$ cat config.mk
export PLATFORM = sky130hd
export DESIGN_NAME = uart_ext
export DESIGN_NICKNAME = d
export VERILOG_FILES = /design/src/rtl/uart_ext.sv
export SDC_FILE = /design/constraint.sdc
export NUM_CORES = 1
export LEC_CHECK = 0
export CAP_MARGIN = 20
export CORE_ASPECT_RATIO = 1.75
export CORE_MARGIN = 5
export CORE_UTILIZATION = 45
export CTS_BUF_LIST = sky130_fd_sc_hd__clkbuf_4
export DETAILED_ROUTE_END_ITERATION = 12
export SLEW_MARGIN = 5
export SYNTH_ARGS = -nofsm -noshare
export SYNTH_HDL_FRONTEND = slang
export SYNTH_SLANG_ARGS = --single-unit
$ cat constraint.sdc
create_clock -name clk_i -period 6.1 [get_ports clk_i]
set_clock_uncertainty 0.1 [all_clocks]
set_input_delay 1.22 -clock clk_i [delete_from_list [all_inputs] [get_ports clk_i]]
set_output_delay 1.22 -clock clk_i [all_outputs]
set_load 0.02 [all_outputs]
$ cat src/rtl/uart_ext.sv
// uart_ext: memory-mapped UART with TX/RX FIFOs, 16x-oversampled baud
// generation, 5-8 data bits, optional parity, 1/2 stop bits, sticky RX
// error flags, internal loopback and a maskable level interrupt.
module uart_ext #(
  parameter int DATA_WIDTH = 8,
  parameter int FIFO_DEPTH = 16,
  parameter int XLEN       = 32,
  parameter int OVERSAMPLE = 16
) (
  input  logic            clk_i,
  input  logic            rst_i,
  input  logic            stb_i,
  input  logic [2:0]      adr_i,
  input  logic [3:0]      byte_sel_i,
  input  logic            we_i,
  input  logic [XLEN-1:0] data_i,
  output logic [XLEN-1:0] data_o,
  input  logic            uart_rx_i,
  output logic            uart_tx_o,
  output logic            irq_o
);

  localparam int AW = $clog2(FIFO_DEPTH);
  localparam int TW = $clog2(OVERSAMPLE);
  localparam int BW = $clog2(DATA_WIDTH);

  typedef enum logic [2:0] {TX_IDLE, TX_START, TX_DATA, TX_PARITY, TX_STOP} tx_state_e;
  typedef enum logic [2:0] {RX_IDLE, RX_START, RX_DATA, RX_PARITY, RX_STOP} rx_state_e;

  // Registers and decoded control fields
  logic [15:0] baud_q;
  logic [10:0] ctrl_q;
  logic        tx_en, rx_en, stop2, loopback, irq_rx_en, irq_tx_en, irq_err_en;
  logic [1:0]  len, parity;
  logic        par_en, par_odd;

  assign tx_en      = ctrl_q[0];
  assign rx_en      = ctrl_q[1];
  assign len        = ctrl_q[3:2];
  assign parity     = ctrl_q[5:4];
  assign stop2      = ctrl_q[6];
  assign loopback   = ctrl_q[7];
  assign irq_rx_en  = ctrl_q[8];
  assign irq_tx_en  = ctrl_q[9];
  assign irq_err_en = ctrl_q[10];
  assign par_en     = (parity == 2'b01) || (parity == 2'b10);
  assign par_odd    = (parity == 2'b10);

  logic bus_wr, bus_rd, w1c;
  assign bus_wr = stb_i & we_i;
  assign bus_rd = stb_i & ~we_i;
  assign w1c    = bus_wr && (adr_i == 3'd2) && byte_sel_i[0];

  logic unused_bits;
  assign unused_bits = ^{data_i[XLEN-1:16], byte_sel_i[3:2]};

  // Frame-length helpers shared by TX and RX
  logic [DATA_WIDTH-1:0] len_mask;
  logic [BW-1:0]         last_bit;
  assign last_bit = BW'(32'(len) + 32'd4);

  // Mask of the len+5 data bits actually carried on the line
  always_comb begin
    len_mask = '0;
    for (int unsigned i = 0; i < DATA_WIDTH; i++)
      len_mask[i] = (i < (32'(len) + 32'd5));
  end

  // BAUD / CTRL register writes, honouring byte lanes
  always_ff @(posedge clk_i or posedge rst_i) begin
    if (rst_i) begin
      baud_q <= '0;
      ctrl_q <= '0;
    end else if (bus_wr) begin
      if (adr_i == 3'd0) begin
        if (byte_sel_i[0]) baud_q[7:0]  <= data_i[7:0];
        if (byte_sel_i[1]) baud_q[15:8] <= data_i[15:8];
      end
      if (adr_i == 3'd1) begin
        if (byte_sel_i[0]) ctrl_q[7:0]  <= data_i[7:0];
        if (byte_sel_i[1]) ctrl_q[10:8] <= data_i[10:8];
      end
    end
  end

  // Baud tick: down-counter, tick on zero then reload; BAUD=0 halts ticks
  logic [15:0] baud_cnt;
  logic        tick;
  assign tick = (baud_cnt == 16'd0) && (baud_q != 16'd0);

  always_ff @(posedge clk_i or posedge rst_i) begin
    if (rst_i)                 baud_cnt <= '0;
    else if (baud_cnt == 16'd0) baud_cnt <= baud_q;
    else                       baud_cnt <= baud_cnt - 16'd1;
  end

  // ---------------- TX FIFO ----------------
  logic [DATA_WIDTH-1:0] tx_mem [FIFO_DEPTH];
  logic [AW:0]           tx_wr_ptr, tx_rd_ptr, tx_count;
  logic                  tx_full, tx_empty, tx_push, tx_pop;

  assign tx_count = tx_wr_ptr - tx_rd_ptr;
  assign tx_full  = (tx_count == (AW+1)'(FIFO_DEPTH));
  assign tx_empty = (tx_count == '0);
  assign tx_push  = bus_wr && (adr_i == 3'd3) && byte_sel_i[0] && !tx_full;

  // TX FIFO storage
  always_ff @(posedge clk_i) begin
    if (tx_push) tx_mem[tx_wr_ptr[AW-1:0]] <= data_i[DATA_WIDTH-1:0];
  end

  // TX FIFO pointers
  always_ff @(posedge clk_i or posedge rst_i) begin
    if (rst_i) begin
      tx_wr_ptr <= '0;
      tx_rd_ptr <= '0;
    end else begin
      if (tx_push) tx_wr_ptr <= tx_wr_ptr + 1'b1;
      if (tx_pop)  tx_rd_ptr <= tx_rd_ptr + 1'b1;
    end
  end

  // ---------------- TX FSM ----------------
  tx_state_e             tx_state;
  logic [DATA_WIDTH-1:0] tx_shift;
  logic [TW-1:0]         tx_tick;
  logic [BW-1:0]         tx_bit;
  logic                  tx_stop_second, tx_bit_end, tx_line, tx_busy;

  assign tx_pop     = (tx_state == TX_IDLE) && tx_en && !tx_empty;
  assign tx_bit_end = tick && (tx_tick == TW'(OVERSAMPLE - 1));
  assign tx_busy    = (tx_state != TX_IDLE);

  // TX frame sequencing; tx_en is only consulted in IDLE
  always_ff @(posedge clk_i or posedge rst_i) begin
    if (rst_i) begin
      tx_state       <= TX_IDLE;
      tx_shift       <= '0;
      tx_tick        <= '0;
      tx_bit         <= '0;
      tx_stop_second <= 1'b0;
    end else begin
      if (tx_state != TX_IDLE && tick)
        tx_tick <= tx_bit_end ? '0 : tx_tick + 1'b1;
      case (tx_state)
        TX_IDLE: if (tx_pop) begin
          tx_state       <= TX_START;
          tx_shift       <= tx_mem[tx_rd_ptr[AW-1:0]] & len_mask;
          tx_tick        <= '0;
          tx_bit         <= '0;
          tx_stop_second <= 1'b0;
        end
        TX_START: if (tx_bit_end) tx_state <= TX_DATA;
        TX_DATA: if (tx_bit_end) begin
          if (tx_bit == last_bit) tx_state <= par_en ? TX_PARITY : TX_STOP;
          else                    tx_bit   <= tx_bit + 1'b1;
        end
        TX_PARITY: if (tx_bit_end) tx_state <= TX_STOP;
        TX_STOP: if (tx_bit_end) begin
          if (stop2 && !tx_stop_second) tx_stop_second <= 1'b1;
          else                          tx_state       <= TX_IDLE;
        end
        default: tx_state <= TX_IDLE;
      endcase
    end
  end

  // TX line level from FSM state
  always_comb begin
    tx_line = 1'b1;
    case (tx_state)
      TX_START:  tx_line = 1'b0;
      TX_DATA:   tx_line = tx_shift[tx_bit];
      TX_PARITY: tx_line = par_odd ^ (^tx_shift);
      default:   tx_line = 1'b1;
    endcase
  end

  assign uart_tx_o = loopback ? 1'b1 : tx_line;

  // ---------------- RX input ----------------
  logic rx_meta, rx_sync, rx_prev, rx_in;
  assign rx_in = loopback ? tx_line : rx_sync;

  // Two-flop synchroniser plus previous-sample register for edge detect
  always_ff @(posedge clk_i or posedge rst_i) begin
    if (rst_i) begin
      rx_meta <= 1'b1;
      rx_sync <= 1'b1;
      rx_prev <= 1'b1;
    end else begin
      rx_meta <= uart_rx_i;
      rx_sync <= rx_meta;
      rx_prev <= rx_in;
    end
  end

  // ---------------- RX FSM ----------------
  rx_state_e             rx_state;
  logic [DATA_WIDTH-1:0] rx_data;
  logic [TW-1:0]         rx_tick;
  logic [BW-1:0]         rx_bit;
  logic                  rx_half, rx_full_bit, rx_push_req, frame_set, parity_set;

  assign rx_half     = tick && (rx_tick == TW'(OVERSAMPLE/2 - 1));
  assign rx_full_bit = tick && (rx_tick == TW'(OVERSAMPLE - 1));
  assign rx_push_req = rx_en && (rx_state == RX_STOP) && rx_full_bit;
  assign frame_set   = rx_push_req && !rx_in;
  assign parity_set  = rx_en && (rx_state == RX_PARITY) && rx_full_bit &&
                       (rx_in != (par_odd ^ (^rx_data)));

  // RX frame sequencing; after the half-bit start check every sample is mid-bit
  always_ff @(posedge clk_i or posedge rst_i) begin
    if (rst_i) begin
      rx_state <= RX_IDLE;
      rx_data  <= '0;
      rx_tick  <= '0;
      rx_bit   <= '0;
    end else if (!rx_en) begin
      rx_state <= RX_IDLE;
      rx_tick  <= '0;
    end else begin
      case (rx_state)
        RX_IDLE: if (rx_prev && !rx_in) begin
          rx_state <= RX_START;
          rx_tick  <= '0;
          rx_bit   <= '0;
          rx_data  <= '0;
        end
        RX_START: if (tick) begin
          if (rx_half) begin
            rx_tick  <= '0;
            rx_state <= rx_in ? RX_IDLE : RX_DATA;
          end else begin
            rx_tick <= rx_tick + 1'b1;
          end
        end
        RX_DATA: if (tick) begin
          if (rx_full_bit) begin
            rx_tick         <= '0;
            rx_data[rx_bit] <= rx_in;
            if (rx_bit == last_bit) rx_state <= par_en ? RX_PARITY : RX_STOP;
            else                    rx_bit   <= rx_bit + 1'b1;
          end else begin
            rx_tick <= rx_tick + 1'b1;
          end
        end
        RX_PARITY: if (tick) begin
          if (rx_full_bit) begin
            rx_tick  <= '0;
            rx_state <= RX_STOP;
          end else begin
            rx_tick <= rx_tick + 1'b1;
          end
        end
        RX_STOP: if (tick) begin
          if (rx_full_bit) begin
            rx_tick  <= '0;
            rx_state <= RX_IDLE;
          end else begin
            rx_tick <= rx_tick + 1'b1;
          end
        end
        default: rx_state <= RX_IDLE;
      endcase
    end
  end

  // ---------------- RX FIFO ----------------
  logic [DATA_WIDTH-1:0] rx_mem [FIFO_DEPTH];
  logic [AW:0]           rx_wr_ptr, rx_rd_ptr, rx_count;
  logic                  rx_full, rx_empty, rx_push, rx_pop, overrun_set;

  assign rx_count    = rx_wr_ptr - rx_rd_ptr;
  assign rx_full     = (rx_count == (AW+1)'(FIFO_DEPTH));
  assign rx_empty    = (rx_count == '0);
  assign rx_push     = rx_push_req && !rx_full;
  assign overrun_set = rx_push_req && rx_full;
  assign rx_pop      = bus_rd && (adr_i == 3'd3) && !rx_empty;

  // RX FIFO storage
  always_ff @(posedge clk_i) begin
    if (rx_push) rx_mem[rx_wr_ptr[AW-1:0]] <= rx_data;
  end

  // RX FIFO pointers
  always_ff @(posedge clk_i or posedge rst_i) begin
    if (rst_i) begin
      rx_wr_ptr <= '0;
      rx_rd_ptr <= '0;
    end else begin
      if (rx_push) rx_wr_ptr <= rx_wr_ptr + 1'b1;
      if (rx_pop)  rx_rd_ptr <= rx_rd_ptr + 1'b1;
    end
  end

  // Sticky error flags: a set event beats a same-cycle W1C clear
  logic frame_err, parity_err, overrun;
  always_ff @(posedge clk_i or posedge rst_i) begin
    if (rst_i) begin
      frame_err  <= 1'b0;
      parity_err <= 1'b0;
      overrun    <= 1'b0;
    end else begin
      frame_err  <= frame_set   | (frame_err  & ~(w1c & data_i[5]));
      parity_err <= parity_set  | (parity_err & ~(w1c & data_i[6]));
      overrun    <= overrun_set | (overrun    & ~(w1c & data_i[7]));
    end
  end

  // Status word and read mux
  logic [15:0]     status;
  logic [XLEN-1:0] rd_val;
  assign status = {8'(rx_count), overrun, parity_err, frame_err, tx_busy,
                   rx_empty, rx_full, tx_empty, tx_full};

  always_comb begin
    rd_val = '0;
    case (adr_i)
      3'd0: rd_val[15:0] = baud_q;
      3'd1: rd_val[10:0] = ctrl_q;
      3'd2: rd_val[15:0] = status;
      3'd3: if (!rx_empty) rd_val[DATA_WIDTH-1:0] = rx_mem[rx_rd_ptr[AW-1:0]];
      default: rd_val = '0;
    endcase
  end

  // Registered read data, held until the next read
  always_ff @(posedge clk_i or posedge rst_i) begin
    if (rst_i)       data_o <= '0;
    else if (bus_rd) data_o <= rd_val;
  end

  // Registered interrupt request
  always_ff @(posedge clk_i or posedge rst_i) begin
    if (rst_i) irq_o <= 1'b0;
    else       irq_o <= (irq_rx_en & ~rx_empty) | (irq_tx_en & tx_empty) |
                        (irq_err_en & (frame_err | parity_err | overrun));
  end

endmodule

==> metrics.txt, run 1 <==
status completed; CTS Sinks 379; final antenna-violating net count 0; Crit Path Category reg2reg; Worst-path clk slew around 0.07 ns; Yosys top cell area share 46.2%; critical path endpoint category register; Mean Syn Cell Area around 15 um^2; Max-slew headroom 37.6%; final setup vio count 0; post-DR wirelength/cell 23.0 um; fin crit period ~4.6 ns; Worst Path Arrival 4.92 ns; Root Buffer clkbuf_4; CTS Hold Buffers Added 0; Syn. warnings 0; cts bufs inserted 87; Pwr Density between 300 and 400 mW/mm^2; Final Max Tran Viols 0; EDFF count, synth 256; Max-cap violations 0; cell taking the most area after synthesis edfxtp_1; layout cells sized above 1 24.1%; die area about 0.041 mm^2; Critical Path Source Type register; post-synthesis register bit count 379; commonest cells after routing, fill and taps aside 256 x edfxtp_1, 133 x clkbuf_4, 118 x dfrtp_1; Core ar. about 0.037 mm^2; maximum vdd drop 0.194 mV; initial core utilization 45.4%; vias in the first global route between 10000 and 15000; vias per cell 5.53; largest net degree at the start of global routing 55; final hold vios 0; Die H approximately 260 um; Reg area 0.0108 mm^2; routability cong. 0.872; cell area after synthesis 0.0166 mm^2; H-Tree Depth 3; count of distinct cell types in the synthesized netlist 72; P_leak about 6.5 nW; FILL cells 3151; via count between 9000 and 10000; RSZ-0062 raised after global routing no; TritonCTS clock tree yes; fin util around half; global-route usage over all layers 19.9%; Worst-Margin Slew 0.932 ns; die width 155 um; Core Rows a little over 90; final net count 1260; area grow syn2layout 12.6%; sequential fraction of the synthesis area roughly two thirds; multi-input logic area 0.00548 mm^2; first-pass GRT wire length 61100 um; Post-synth top flop edfxtp_1; clk buf depth 3; I/O Pins 78; fin area between 0.015 and 0.02 mm^2; Worst Slack Setup Final 1.47 ns; CP Capture Point rx_mem[5][1]$_DFFE_PP_; number of port buffers 43; largest fanout on the critical path 9; R2R depth 9; RR Startpoint baud_cnt[0]$_DFF_PP0_; dpl ws 1.50 ns; crit share post-route 75.8%; Post-route DRC 0; required time of the worst setup path 6.40 ns; cell area after placement 0.0175 mm^2; clock latency on the worst-skew pair slightly below 0.8 ns; Max Freq 216 MHz; post-CTS resize count 0; Area contributors post-synth edfxtp_1 46%, dfrtp_1 18%, mux4_2 11%; total gr overflow 0; WL final 40000 um; initial antenna violation count 2; Final Hold Slack 0.254 ns; HPWL after detailed placement ~28000 um; R2R Path End rx_mem[5][1]$_DFFE_PP_; worst min-delay path category reg2reg; router iterations before antenna repair 5; Async S/R FF share, synth 32.5%; Worst Setup SP baud_cnt[0]$_DFF_PP0_; setup TNS 0 ns; initial drt markers 558; commonest non-fill, non-tap cell in the layout edfxtp_1; R2R setup slack 1.47 ns; Mapped Cells 1092; Setup Fix Bufs, Post-CTS 0
## final cells by class
type | instances | area share (%)
clock buffers | 133 | 5.33
repair buffers | 62 | 3.06
multi-input cells | 630 | 29.3
flip-flops and latches | 379 | 57.5
diodes | 4 | 0.0535
clock inverters | 27 | 0.942
well taps | 475 | 3.17
inverters | 31 | 0.635
## power by group
part / switching, mW / total [mW] / internal [mW]
Sequential: 0.212 / 3.10 / 2.89
Combinational: 0.856 / 1.63 / 0.773
Clock: 0.995 / 2.08 / 1.09
Total: 2.06 / 6.81 / 4.75
## synthesized netlist by cell type, types with 2 or more instances
cell type	number
o31ai_1	5
mux2_2	33
nor2b_1	12
nor2_1	71
a221oi_1	4
and3_1	14
o211ai_1	3
mux2i_1	16
or2_2	6
or3b_2	2
a21oi_1	32
buf_4	16
nand4_1	9
a31oi_1	9
nor4_1	10
or3_1	5
nand3_1	14
clkbuf_1	41
edfxtp_1	256
and2_1	3
xnor2_1	41
nor4b_1	2
a211oi_1	3
dfrtp_1	120
buf_1	8
o21a_1	6
xor2_1	9
a21boi_0	3
xnor3_1	2
nor3b_1	2
dfstp_2	3
nor3_1	23
nand2_1	58
a22o_1	4
or4_1	2
a21o_1	2
nand2b_1	9
o22ai_1	5
mux4_2	82
ha_1	24
nand3b_1	6
inv_1	30
o21ai_0	56
o41ai_1	2
and4_1	2
## sequential cells by signal (all words and copies together), names as in the netlist, 8 cells and up
signal    cells
tx_shift      8
rx_mem      128
tx_mem      128
baud_cnt     16
data_o       16
rx_data       8
ctrl_q       11
baud_q       16
## per-layer routing
| metal | track usage (%) | share of wire [%] | vias up |
|---|---|---|---|
| li1 | - | - | 4397 |
| met1 | 20.6 | 34 | 4904 |
| met2 | 38.2 | 59 | 249 |
| met3 | 3.79 | 3.7 | 75 |
| met4 | 8.86 | 3.7 | 0 |
| met5 | 0 | 0 | - |
## cell families after synthesis
| family | Yosys count | share of synthesized area, % |
|---|---|---|
| flops | 379 | 64.8 |
| fa+ha+maj | 26 | 1.99 |
| other cells | 1 | 0.0226 |
| compound gates | 146 | 5.39 |
| mux | 132 | 14.4 |
| simple gates | 258 | 7.88 |
| buf+inv | 98 | 2.63 |
| xor+xnor | 52 | 2.91 |
## worst min-delay path by stage
stage                              to               from  depth (start not counted)  slack (ns)
floorplan           rx_sync$_DFF_PP1_  rx_meta$_DFF_PP1_                          0        0.25
global placement    rx_sync$_DFF_PP1_  rx_meta$_DFF_PP1_                          0        0.25
detailed placement  rx_sync$_DFF_PP1_  rx_meta$_DFF_PP1_                          0        0.25
CTS                 rx_sync$_DFF_PP1_  rx_meta$_DFF_PP1_                          0        0.26
global route        rx_sync$_DFF_PP1_  rx_meta$_DFF_PP1_                          0        0.26
finish              rx_sync$_DFF_PP1_  rx_meta$_DFF_PP1_                          0        0.25
## critical path: stages (launching register included)
cell and delay [ns]:
dfrtp_1 0.40, inv_1 0.06, ha_1 0.20, or4b_4 0.52, or3_1 0.47, nor4_1 0.63
nand4_1 0.31, nor2b_1 0.59, nand2_1 0.26, nor2_1 0.69
## per-stage QoR
stage | power (mW) | std cells
after global routing | 7.17 | 1741
after global placement | 4.78 | 1577
after CTS | 6.91 | 1737
after detailed placement | 4.80 | 1577
after floorplan | 4.28 | 1107
final | 6.81 | 1741
Power figures use the tool's default switching activity.
==> inputs of run 2 (changes only) <==
==> constraint.sdc (replaced) <==
create_clock -name clk_i -period 4.56 [get_ports clk_i]
set_clock_uncertainty 0.1 [all_clocks]
set_input_delay 0.912 -clock clk_i [delete_from_list [all_inputs] [get_ports clk_i]]
set_output_delay 0.912 -clock clk_i [all_outputs]
set_load 0.02 [all_outputs]
==> run 2 against run 1 <==
- power grew 34%
- clock power grew 36%
- worst setup slack lost 1.2 ns
- first-iteration DRC count grew 12%
- utilization grew 0.44 points
- combinational power grew 31%
- largest cell class unchanged
- highest routed layer unchanged
==> metrics.txt, run 2 (synthesis gave the netlist of run 1 again) <==
status completed (unchanged); Max Freq 234 MHz; clock latency on the worst-skew pair 0.83 ns (was 0.79 ns); initial antenna violation count 2 (unchanged); final setup vio count 0 (unchanged); worst min-delay path category reg2reg (unchanged); vias in the first global route 10200 (about the same); Worst Path Arrival 3.27 ns (was 4.92 ns); via count 9679 (was 9625); maximum vdd drop 0.213 mV (was 0.194 mV); CTS Sinks 379 (unchanged); Worst-path clk slew 0.06 ns (was 0.07 ns); HPWL after detailed placement 27900 um (was 28100 um); required time of the worst setup path 3.55 ns (was 6.40 ns); total gr overflow 0 (unchanged); Setup Fix Bufs, Post-CTS 0 (unchanged); initial core utilization 45.4% (unchanged); die area 0.0410 mm^2 (unchanged); dpl ws 0.609 ns (was 1.50 ns); final net count 1278 (was 1260); first-pass GRT wire length 60200 um (was 61100 um); P_leak 6.56 nW (was 6.45 nW); crit share post-route between 90% and 100%; fin area 0.0189 mm^2 (was 0.0187 mm^2); CTS Hold Buffers Added 0 (unchanged); Crit Path Category reg2out (was reg2reg); cts bufs inserted 87 (unchanged); critical path endpoint category output pin (was register); Post-route DRC 0 (unchanged); post-CTS resize count 0 (unchanged); setup TNS 0 ns (unchanged); commonest cells after routing, fill and taps aside 256 x edfxtp_1, 133 x clkbuf_4, 118 x dfrtp_1 (unchanged); Max-cap violations 0 (unchanged); largest net degree at the start of global routing 63 (was 55); Root Buffer clkbuf_4 (unchanged); WL final 39600 um (was 40000 um); Pwr Density 482 mW/mm^2 (was 364 mW/mm^2); Critical Path Source Type register (unchanged); I/O Pins 78 (unchanged); largest fanout on the critical path 3 (was 9); routability cong. 0.873 (was 0.872); Core ar. 0.0367 mm^2 (unchanged); TritonCTS clock tree yes (unchanged); router iterations before antenna repair 8 (was 5); global-route usage over all layers 19.7% (was 19.9%); fin crit period 4.28 ns; vias per cell 5.50 (was 5.53); initial drt markers 626 (was 558); layout cells sized above 1 25.2% (was 24.1%); die width 155 um (unchanged); area grow syn2layout 13.6% (was 12.6%); multi-input logic area 0.00548 mm^2 (unchanged); Worst-Margin Slew 0.821 ns (was 0.932 ns); clk buf depth 3 (unchanged); Core Rows 93 (unchanged); final hold vios 0 (unchanged); post-DR wirelength/cell 22.5 um (was 23.0 um); Reg area 0.0108 mm^2 (unchanged); Worst Slack Setup Final 0.278 ns (was 1.47 ns); cell area after placement 0.0177 mm^2 (was 0.0175 mm^2); FILL cells 3154 (was 3151); RSZ-0062 raised after global routing no (unchanged); Final Max Tran Viols 0 (unchanged); H-Tree Depth 3 (unchanged); commonest non-fill, non-tap cell in the layout edfxtp_1 (unchanged); final antenna-violating net count 0 (unchanged); Die H 264 um (unchanged); Max-slew headroom 45.3% (was 37.6%); number of port buffers 43 (unchanged)
-- run 2: cell types whose count changed in the layout (fill, tap and decap cells not counted), sizes merged --
cell      before  now
clkinv        22   20
bufinv         2    3
clkinvlp       1    2
buf           19   37
-- run 2: path summary, 6_finish.rpt --
path | from | endpoint | slack, ns | depth (start not counted)
setup reg to reg | baud_cnt[0]$_DFF_PP0_ | rx_mem[10][7]$_DFFE_PP_ | 0.59 | 11
setup / recovery | ctrl_q[4]$_DFFE_PP0P_ | uart_tx_o | 0.28 | 7
hold / removal | rx_meta$_DFF_PP1_ | rx_sync$_DFF_PP1_ | 0.26 | 0
min in group asynchronous | rst_i | data_o[12]$_DFFE_PP0P_ | 0.53 | 2
hold reg to reg | rx_meta$_DFF_PP1_ | rx_sync$_DFF_PP1_ | 0.26 | 0
max in group asynchronous | rst_i | rx_prev$_DFF_PP1_ | 2.96 | 3
-- run 2: metrics by stage --
stage | utilization, % | power (mW) | std cells | hold slack, ns
finish | 51.5 | 9.10 | 1759 | 0.255
floorplan | - | 5.72 | 1107 | 0.245
global placement | 48.2 | 6.36 | 1595 | 0.247
detailed placement | 48.2 | 6.38 | 1595 | 0.247
global route | 51.5 | 9.59 | 1759 | 0.262
CTS | 51.5 | 9.24 | 1755 | 0.257
-- run 2: layout make-up --
| type | instances | share of cell area (%) |
|---|---|---|
| antenna | 4 | 0.0530 |
| clock buffer | 133 | 5.29 |
| clock inverter | 27 | 1.07 |
| inverter | 31 | 0.629 |
| multi-input combinational | 630 | 29.0 |
| sequential | 379 | 57.0 |
| tap | 475 | 3.15 |
| timing repair buffer | 80 | 3.75 |
-- run 2: routing by layer --
layer,global-route usage [%],vias to the layer above,wire [um]
li1,-,4442,-
met2,37.7,253,23000
met1,20.1,4907,13500
met4,9.61,0,1670
met3,3.38,77,1420
met5,0,-,0
-- run 2: critical path, cell delays in order, from the launching register on --
cell and delay (ns):
dfrtp_1 0.40, inv_1 0.08, ha_1 0.30, xnor2_1 0.18, xnor3_1 0.34, mux2i_1 0.34
a21o_1 0.21, clkdlybuf4s50_1 0.61
-- run 2: report_power, final --
part,internal [mW],total (mW),switching (mW)
sequential,3.86,4.13,0.272
combinational,1.03,2.14,1.10
clock,1.51,2.83,1.32
total,6.40,9.10,2.70
==> inputs of run 3 (changes only) <==
--- a/config.mk
+++ b/config.mk
@@ -15,3 +15,4 @@
 export SYNTH_ARGS = -nofsm -noshare
 export SYNTH_HDL_FRONTEND = slang
 export SYNTH_SLANG_ARGS = --single-unit
+export TNS_END_PERCENT = 5
==> results of run 3 <==
No change in the layout: final DEF, timing and power equal those of run 2.
